===== src/rtl/lsu_pkg.sv =====
// Shared Buceros definitions for the memory-access stage: funct3 codes,
// exception causes, LSU state encoding and alignment helpers.
package lsu_pkg;

  localparam logic [2:0] F3_LB  = 3'b000;
  localparam logic [2:0] F3_LH  = 3'b001;
  localparam logic [2:0] F3_LW  = 3'b010;
  localparam logic [2:0] F3_LBU = 3'b100;
  localparam logic [2:0] F3_LHU = 3'b101;
  localparam logic [2:0] F3_SB  = 3'b000;
  localparam logic [2:0] F3_SH  = 3'b001;
  localparam logic [2:0] F3_SW  = 3'b010;

  localparam logic [1:0] CAUSE_NONE = 2'b00;
  localparam logic [1:0] CAUSE_LD   = 2'b01;
  localparam logic [1:0] CAUSE_ST   = 2'b10;
  localparam logic [1:0] CAUSE_TMO  = 2'b11;

  typedef enum logic {S_IDLE, S_BUSY} lsu_state_e;

  // Illegal encodings fold into "misaligned" so one path handles both.
  function automatic logic ld_bad(input logic [2:0] f3, input logic [1:0] off);
    case (f3)
      F3_LB, F3_LBU: ld_bad = 1'b0;
      F3_LH, F3_LHU: ld_bad = off[0];
      F3_LW:         ld_bad = (off != 2'b00);
      default:       ld_bad = 1'b1;
    endcase
  endfunction

  function automatic logic st_bad(input logic [2:0] f3, input logic [1:0] off);
    case (f3)
      F3_SB:   st_bad = 1'b0;
      F3_SH:   st_bad = off[0];
      F3_SW:   st_bad = (off != 2'b00);
      default: st_bad = 1'b1;
    endcase
  endfunction

endpackage


===== src/rtl/lsu_align.sv =====
// Byte-lane steering: store replication/strobes and load lane select/extend.
module lsu_align
  import lsu_pkg::*;
(
  input  logic [2:0]  st_f3_i,
  input  logic [1:0]  st_off_i,
  input  logic [31:0] st_data_i,
  output logic [31:0] st_wdata_o,
  output logic [3:0]  st_wstrb_o,
  input  logic [2:0]  ld_f3_i,
  input  logic [1:0]  ld_off_i,
  input  logic [31:0] rdata_i,
  output logic [31:0] ld_data_o
);

  logic [7:0]  ld_b;
  logic [15:0] ld_h;

  always_comb begin
    st_wdata_o = st_data_i;
    st_wstrb_o = 4'b0000;
    case (st_f3_i)
      F3_SB: begin
        st_wdata_o = {4{st_data_i[7:0]}};
        st_wstrb_o = 4'b0001 << st_off_i;
      end
      F3_SH: begin
        st_wdata_o = {2{st_data_i[15:0]}};
        st_wstrb_o = 4'b0011 << {st_off_i[1], 1'b0};
      end
      F3_SW:   st_wstrb_o = 4'b1111;
      default: st_wstrb_o = 4'b0000;
    endcase
  end

  always_comb begin
    case (ld_off_i)
      2'd0:    ld_b = rdata_i[7:0];
      2'd1:    ld_b = rdata_i[15:8];
      2'd2:    ld_b = rdata_i[23:16];
      default: ld_b = rdata_i[31:24];
    endcase
    ld_h = ld_off_i[1] ? rdata_i[31:16] : rdata_i[15:0];
    case (ld_f3_i)
      F3_LB:   ld_data_o = {{24{ld_b[7]}}, ld_b};
      F3_LBU:  ld_data_o = {24'b0, ld_b};
      F3_LH:   ld_data_o = {{16{ld_h[15]}}, ld_h};
      F3_LHU:  ld_data_o = {16'b0, ld_h};
      default: ld_data_o = rdata_i;
    endcase
  end

endmodule


===== src/rtl/lsu.sv =====
// Buceros memory-access stage: one req/ack bus transaction per load/store,
// stalls upstream while outstanding, registered writeback and exceptions.
module lsu
  import lsu_pkg::*;
#(
  parameter int ADDR_W  = 32,
  parameter int DATA_W  = 32,
  parameter int TIMEOUT = 255
) (
  input  logic              clk,
  input  logic              rst,
  input  logic              rmem_en_i,
  input  logic              wmem_en_i,
  input  logic [ADDR_W-1:0] mem_addr_i,
  input  logic [2:0]        funct3_i,
  input  logic              wreg_en_i,
  input  logic [4:0]        wreg_addr_i,
  input  logic [DATA_W-1:0] wreg_data_i,
  output logic              stall_o,
  output logic              dbus_req_o,
  output logic              dbus_we_o,
  output logic [ADDR_W-1:0] dbus_addr_o,
  output logic [DATA_W-1:0] dbus_wdata_o,
  output logic [3:0]        dbus_wstrb_o,
  input  logic              dbus_ack_i,
  input  logic [DATA_W-1:0] dbus_rdata_i,
  output logic              wb_wreg_en_o,
  output logic [4:0]        wb_wreg_addr_o,
  output logic [DATA_W-1:0] wb_wreg_data_o,
  output logic              exc_o,
  output logic [1:0]        exc_cause_o
);

  localparam int CNT_W = (TIMEOUT > 1) ? $clog2(TIMEOUT + 1) : 1;
  localparam logic [CNT_W-1:0] CNT_LAST = CNT_W'(TIMEOUT - 1);

  lsu_state_e        state_q;
  logic [CNT_W-1:0]  cnt_q;
  logic              req_q, we_q;
  logic [ADDR_W-1:0] addr_q;
  logic [DATA_W-1:0] wdata_q;
  logic [3:0]        wstrb_q;
  logic [2:0]        f3_q;
  logic [1:0]        off_q;
  logic              rd_en_q;
  logic [4:0]        rd_addr_q;
  logic              wb_en_q;
  logic [4:0]        wb_addr_q;
  logic [DATA_W-1:0] wb_data_q;
  logic              exc_q;
  logic [1:0]        cause_q;

  logic              mem_op, bad_op;
  logic [DATA_W-1:0] st_wdata, ld_data;
  logic [3:0]        st_wstrb;

  assign mem_op = rmem_en_i | wmem_en_i;
  assign bad_op = (rmem_en_i & wmem_en_i)
                | (rmem_en_i & ld_bad(funct3_i, mem_addr_i[1:0]))
                | (wmem_en_i & st_bad(funct3_i, mem_addr_i[1:0]));

  lsu_align u_align (
    .st_f3_i    (funct3_i),
    .st_off_i   (mem_addr_i[1:0]),
    .st_data_i  (wreg_data_i),
    .st_wdata_o (st_wdata),
    .st_wstrb_o (st_wstrb),
    .ld_f3_i    (f3_q),
    .ld_off_i   (off_q),
    .rdata_i    (dbus_rdata_i),
    .ld_data_o  (ld_data)
  );

  always_comb begin
    stall_o = 1'b0;
    if (state_q == S_BUSY) stall_o = ~dbus_ack_i;
    else                   stall_o = mem_op & ~bad_op;
  end

  always_ff @(posedge clk) begin
    if (rst) begin
      state_q   <= S_IDLE;
      cnt_q     <= '0;
      req_q     <= 1'b0;
      we_q      <= 1'b0;
      addr_q    <= '0;
      wdata_q   <= '0;
      wstrb_q   <= '0;
      f3_q      <= '0;
      off_q     <= '0;
      rd_en_q   <= 1'b0;
      rd_addr_q <= '0;
      wb_en_q   <= 1'b0;
      wb_addr_q <= '0;
      wb_data_q <= '0;
      exc_q     <= 1'b0;
      cause_q   <= CAUSE_NONE;
    end else begin
      wb_en_q <= 1'b0;
      exc_q   <= 1'b0;
      cause_q <= CAUSE_NONE;
      case (state_q)
        S_IDLE: begin
          if (mem_op && bad_op) begin
            exc_q   <= 1'b1;
            cause_q <= wmem_en_i ? CAUSE_ST : CAUSE_LD;
          end else if (mem_op) begin
            state_q   <= S_BUSY;
            cnt_q     <= '0;
            req_q     <= 1'b1;
            we_q      <= wmem_en_i;
            addr_q    <= {mem_addr_i[ADDR_W-1:2], 2'b00};
            wdata_q   <= st_wdata;
            wstrb_q   <= wmem_en_i ? st_wstrb : 4'b0000;
            f3_q      <= funct3_i;
            off_q     <= mem_addr_i[1:0];
            rd_en_q   <= wreg_en_i & rmem_en_i;
            rd_addr_q <= wreg_addr_i;
          end else begin
            wb_en_q   <= wreg_en_i;
            wb_addr_q <= wreg_addr_i;
            wb_data_q <= wreg_data_i;
          end
        end
        S_BUSY: begin
          // Ack takes priority over an expiring timeout in the same cycle.
          if (dbus_ack_i) begin
            state_q <= S_IDLE;
            req_q   <= 1'b0;
            cnt_q   <= '0;
            if (!we_q) begin
              wb_en_q   <= rd_en_q;
              wb_addr_q <= rd_addr_q;
              wb_data_q <= ld_data;
            end
          end else if (TIMEOUT != 0 && cnt_q == CNT_LAST) begin
            state_q <= S_IDLE;
            req_q   <= 1'b0;
            cnt_q   <= '0;
            exc_q   <= 1'b1;
            cause_q <= CAUSE_TMO;
          end else begin
            cnt_q <= cnt_q + 1'b1;
          end
        end
        default: state_q <= S_IDLE;
      endcase
    end
  end

  assign dbus_req_o     = req_q;
  assign dbus_we_o      = we_q;
  assign dbus_addr_o    = addr_q;
  assign dbus_wdata_o   = wdata_q;
  assign dbus_wstrb_o   = wstrb_q;
  assign wb_wreg_en_o   = wb_en_q;
  assign wb_wreg_addr_o = wb_addr_q;
  assign wb_wreg_data_o = wb_data_q;
  assign exc_o          = exc_q;
  assign exc_cause_o    = cause_q;

endmodule


===== config.mk =====
export PLATFORM = sky130hd
export DESIGN_NAME = lsu
export DESIGN_NICKNAME = d
export VERILOG_FILES = /design/src/rtl/lsu_pkg.sv /design/src/rtl/lsu_align.sv /design/src/rtl/lsu.sv
export SDC_FILE = /design/constraint.sdc
export NUM_CORES = 1
export LEC_CHECK = 0
export CORE_ASPECT_RATIO = 0.5
export CORE_MARGIN = 3
export CORE_UTILIZATION = 50
export CTS_BUF_LIST = sky130_fd_sc_hd__clkbuf_4 sky130_fd_sc_hd__clkbuf_8 sky130_fd_sc_hd__clkbuf_16
export DETAILED_ROUTE_END_ITERATION = 7
export PLACE_DENSITY_LB_ADDON = 0.15
export SKIP_LAST_GASP = 1
export SLEW_MARGIN = 25
export SYNTH_ARGS = -nofsm -noshare
export SYNTH_HDL_FRONTEND = slang
export SYNTH_SLANG_ARGS = --single-unit

===== constraint.sdc =====
create_clock -name clk -period 2.9 [get_ports clk]
set_input_delay 0.58 -clock clk [delete_from_list [all_inputs] [get_ports clk]]
set_output_delay 0.58 -clock clk [all_outputs]
set_load 0.02 [all_outputs]

==> run metrics <==
outcome=completed; synth unique cells=between 50 and 60; initial antenna violation count=0; setup total negative slack=0 ps; switching share of total power=~28%; startpoint types=input pin; #FFs+latches synth=129; fin crit share=94.7%; commonest non-fill, non-tap cell in the layout=clkdlybuf4s50_1; chip width=168 um; vias in the first global route=6582; fin. max-slew vios=0; clock sink count=129; gr usage total=29.7%; RePlAce Congestion=0.887; Num CTS Buffers=17; Synth warnings=0; Rows=28; Worst-Skew Late Latency=420 ps; largest net degree at the start of global routing=57; clk slew on worst S/H paths=60 ps; P_int=between 3 and 4 mW; Clock power frac=between 40% and 50%; DR DRC count=0; post-route cell area=about 9500 um2; flop2flop setup slack=820 ps; worst reg2reg path endpoint=wb_wreg_data_o[10]; CORE AREA=around 12000 um2; Routed Antenna Nets=0; first-pass GRT wire length=34.2 mm; Reg power frac=37.9%; final net count=1065; Syn Inst Count=755; min cycle time layout=2750 ps; RSZ-0062 raised after global routing=false; Antenna Cells=0; Leak=~3.4 nW; H-tree depth=4; Net Switching=1.40 mW; Placed Cells=1099; r2r startpoint=off_q[1]; FMAX=0.364 GHz; VDD IR max=0.387 mV; Max-Cap Viols=0; max_slew headroom=55.1%; worst-margin pin slew=around 670 ps; commonest non-fill, non-tap cells in the layout=clkdlybuf4s50_1 (217), nand2_1 (164), dfxtp_1 (128); syn_area_per_cell=8.65 um2; Post-synth ARST share=0%; Worst Hold End=dbus_addr_o[5]; Vert. Die Dim=~87 um; Seq/Total Area, Yosys=39.5%; type of the worst setup path=in -> out; Post-synth EDFFs=0; Reg2Reg Depth=4; Cell Count, Final, Fillers Out=1131; kind of end point of the critical path=output pin; die footprint=~15000 um2; Vias per Instance=5.96; aggregate routed wire length=between 20 and 25 mm; grt ovf=0; Finish-stage setup viols=0; initial DRC count=671; final hold violations=0; critical path required time=2320 ps; hold-fix buffers at CTS=0; starting density of the core=53.3%; Vias=6736; I/O pin count=222; Post-synth top flop=dfxtp_1; Netlist Area Pre-Place=6530 um2; fraction of layout cells with a size suffix above 1=under 10%; DP Area=8900 um2; Pwr Density=534 nW/um2; I/O Buffers=219; CP max FO=5; detailed placement HPWL=15.4 mm; WP data arrival=2170 ps; Logic pwr share=19.1%; Hold Crit Class=reg -> reg; Final Skew=8.82 ps; router iterations before antenna repair=5; Clock Tree Buf Depth=2; postcts setup bufs=0; wire length per cell=19.2 um; hold depth=2; TritonCTS clock tree=done; P&R area growth vs syn=45.4%; Hold Startpoint=dbus_addr_o[5]; CTS Root Cell=clkbuf_16
-- routing by layer --
metal	part of all wire, %	global-route usage [%]
met4	2.9	12.2
met5	0	0
met3	10	9.29
met1	42	37.5
met2	45	48.0
-- power groups by stage --
stage,sequential (mW),clock [mW],combinational [mW]
4_1_cts,1.92,2.20,0.962
3_5_place_dp,1.96,0,0.954
3_3_place_gp,1.96,0,0.942
6_report,1.93,2.18,0.969
5_1_grt,1.94,2.28,1.03
2_1_floorplan,2.05,0,0.380
-- layout make-up --
cell class              count  area, um2
clock buffers              21        474
clock inverters            11        129
fillers                   843       2760
inverters                   7       27.5
multi-input cells         544       3570
flip-flops and latches    129       2580
well taps                 165        206
repair buffers            254       2510
-- state kept, by name (all words and copies together), names as in the netlist, 2 cells and up --
| name | flops |
|---|---|
| wb_wreg_addr_o | 5 |
| cnt_q | 8 |
| dbus_wdata_o | 32 |
| dbus_wstrb_o | 4 |
| rd_addr_q | 5 |
| wb_wreg_data_o | 32 |
| off_q | 2 |
| exc_cause_o | 2 |
| f3_q | 3 |
| dbus_addr_o | 30 |
-- cell usage after synthesis, types with 10 or more instances --
library cell | number | area share [%]
nor2b_1 | 12 | 1.1
clkbuf_1 | 40 | 2.3
nor2_1 | 35 | 2.0
buf_4 | 10 | 1.1
a2111oi_0 | 22 | 2.9
o21ai_0 | 29 | 2.2
a21oi_1 | 32 | 2.5
dfxtp_1 | 129 | 40
mux2i_1 | 85 | 13
nand2_1 | 164 | 9.4
buf_2 | 21 | 1.6
a31o_1 | 25 | 3.4
a221oi_1 | 18 | 2.4
-- per-stage QoR --
step | total power, mW | hold WS, ps | setup WS [ps] | util, %
floorplan | 2.43 | 434 | 312 | -
global placement | 2.90 | 440 | -182 | 72.6
detailed placement | 2.92 | 446 | -243 | 72.6
CTS | 5.08 | 455 | 38.0 | 77.5
global route | 5.24 | 473 | 85.0 | 77.5
finish | 5.08 | 456 | 155 | 77.5
-- critical path: stages --
cell	delay (ps)
clkdlybuf4s50_1	520
o21ai_1	260
nand4_1	170
nand3_2	140
a21boi_0	270
clkbuf_2	220
-- logic make-up (layout without fill, tap and decap cells) --
kind of cell | Yosys count | count (layout) | synth area share [%]
fa+ha+maj | 2 | 2 | 0.383
mux | 93 | 93 | 14.6
other cells | 1 | 2 | 0.0574
simple gates | 260 | 260 | 17.8
flops | 129 | 129 | 39.5
buf+inv | 83 | 293 | 5.98
compound gates | 187 | 187 | 21.7
-- worst max path at each step --
stage,startpoint,endpoint,slack [ps]
2_1_floorplan,funct3_i[0],stall_o,310
3_5_place_dp,funct3_i[0],stall_o,-240
4_1_cts,funct3_i[0],stall_o,40
5_1_grt,funct3_i[0],stall_o,80
6_report,funct3_i[0],stall_o,150
3_3_place_gp,funct3_i[0],stall_o,-180
-- timing repair --
item | CTS | global route
resized for setup | 1 | 3
setup endpoints to repair | 1 | 1
pin swaps | 0 | 0
Note: power is estimated with default switching activity, not from simulation.
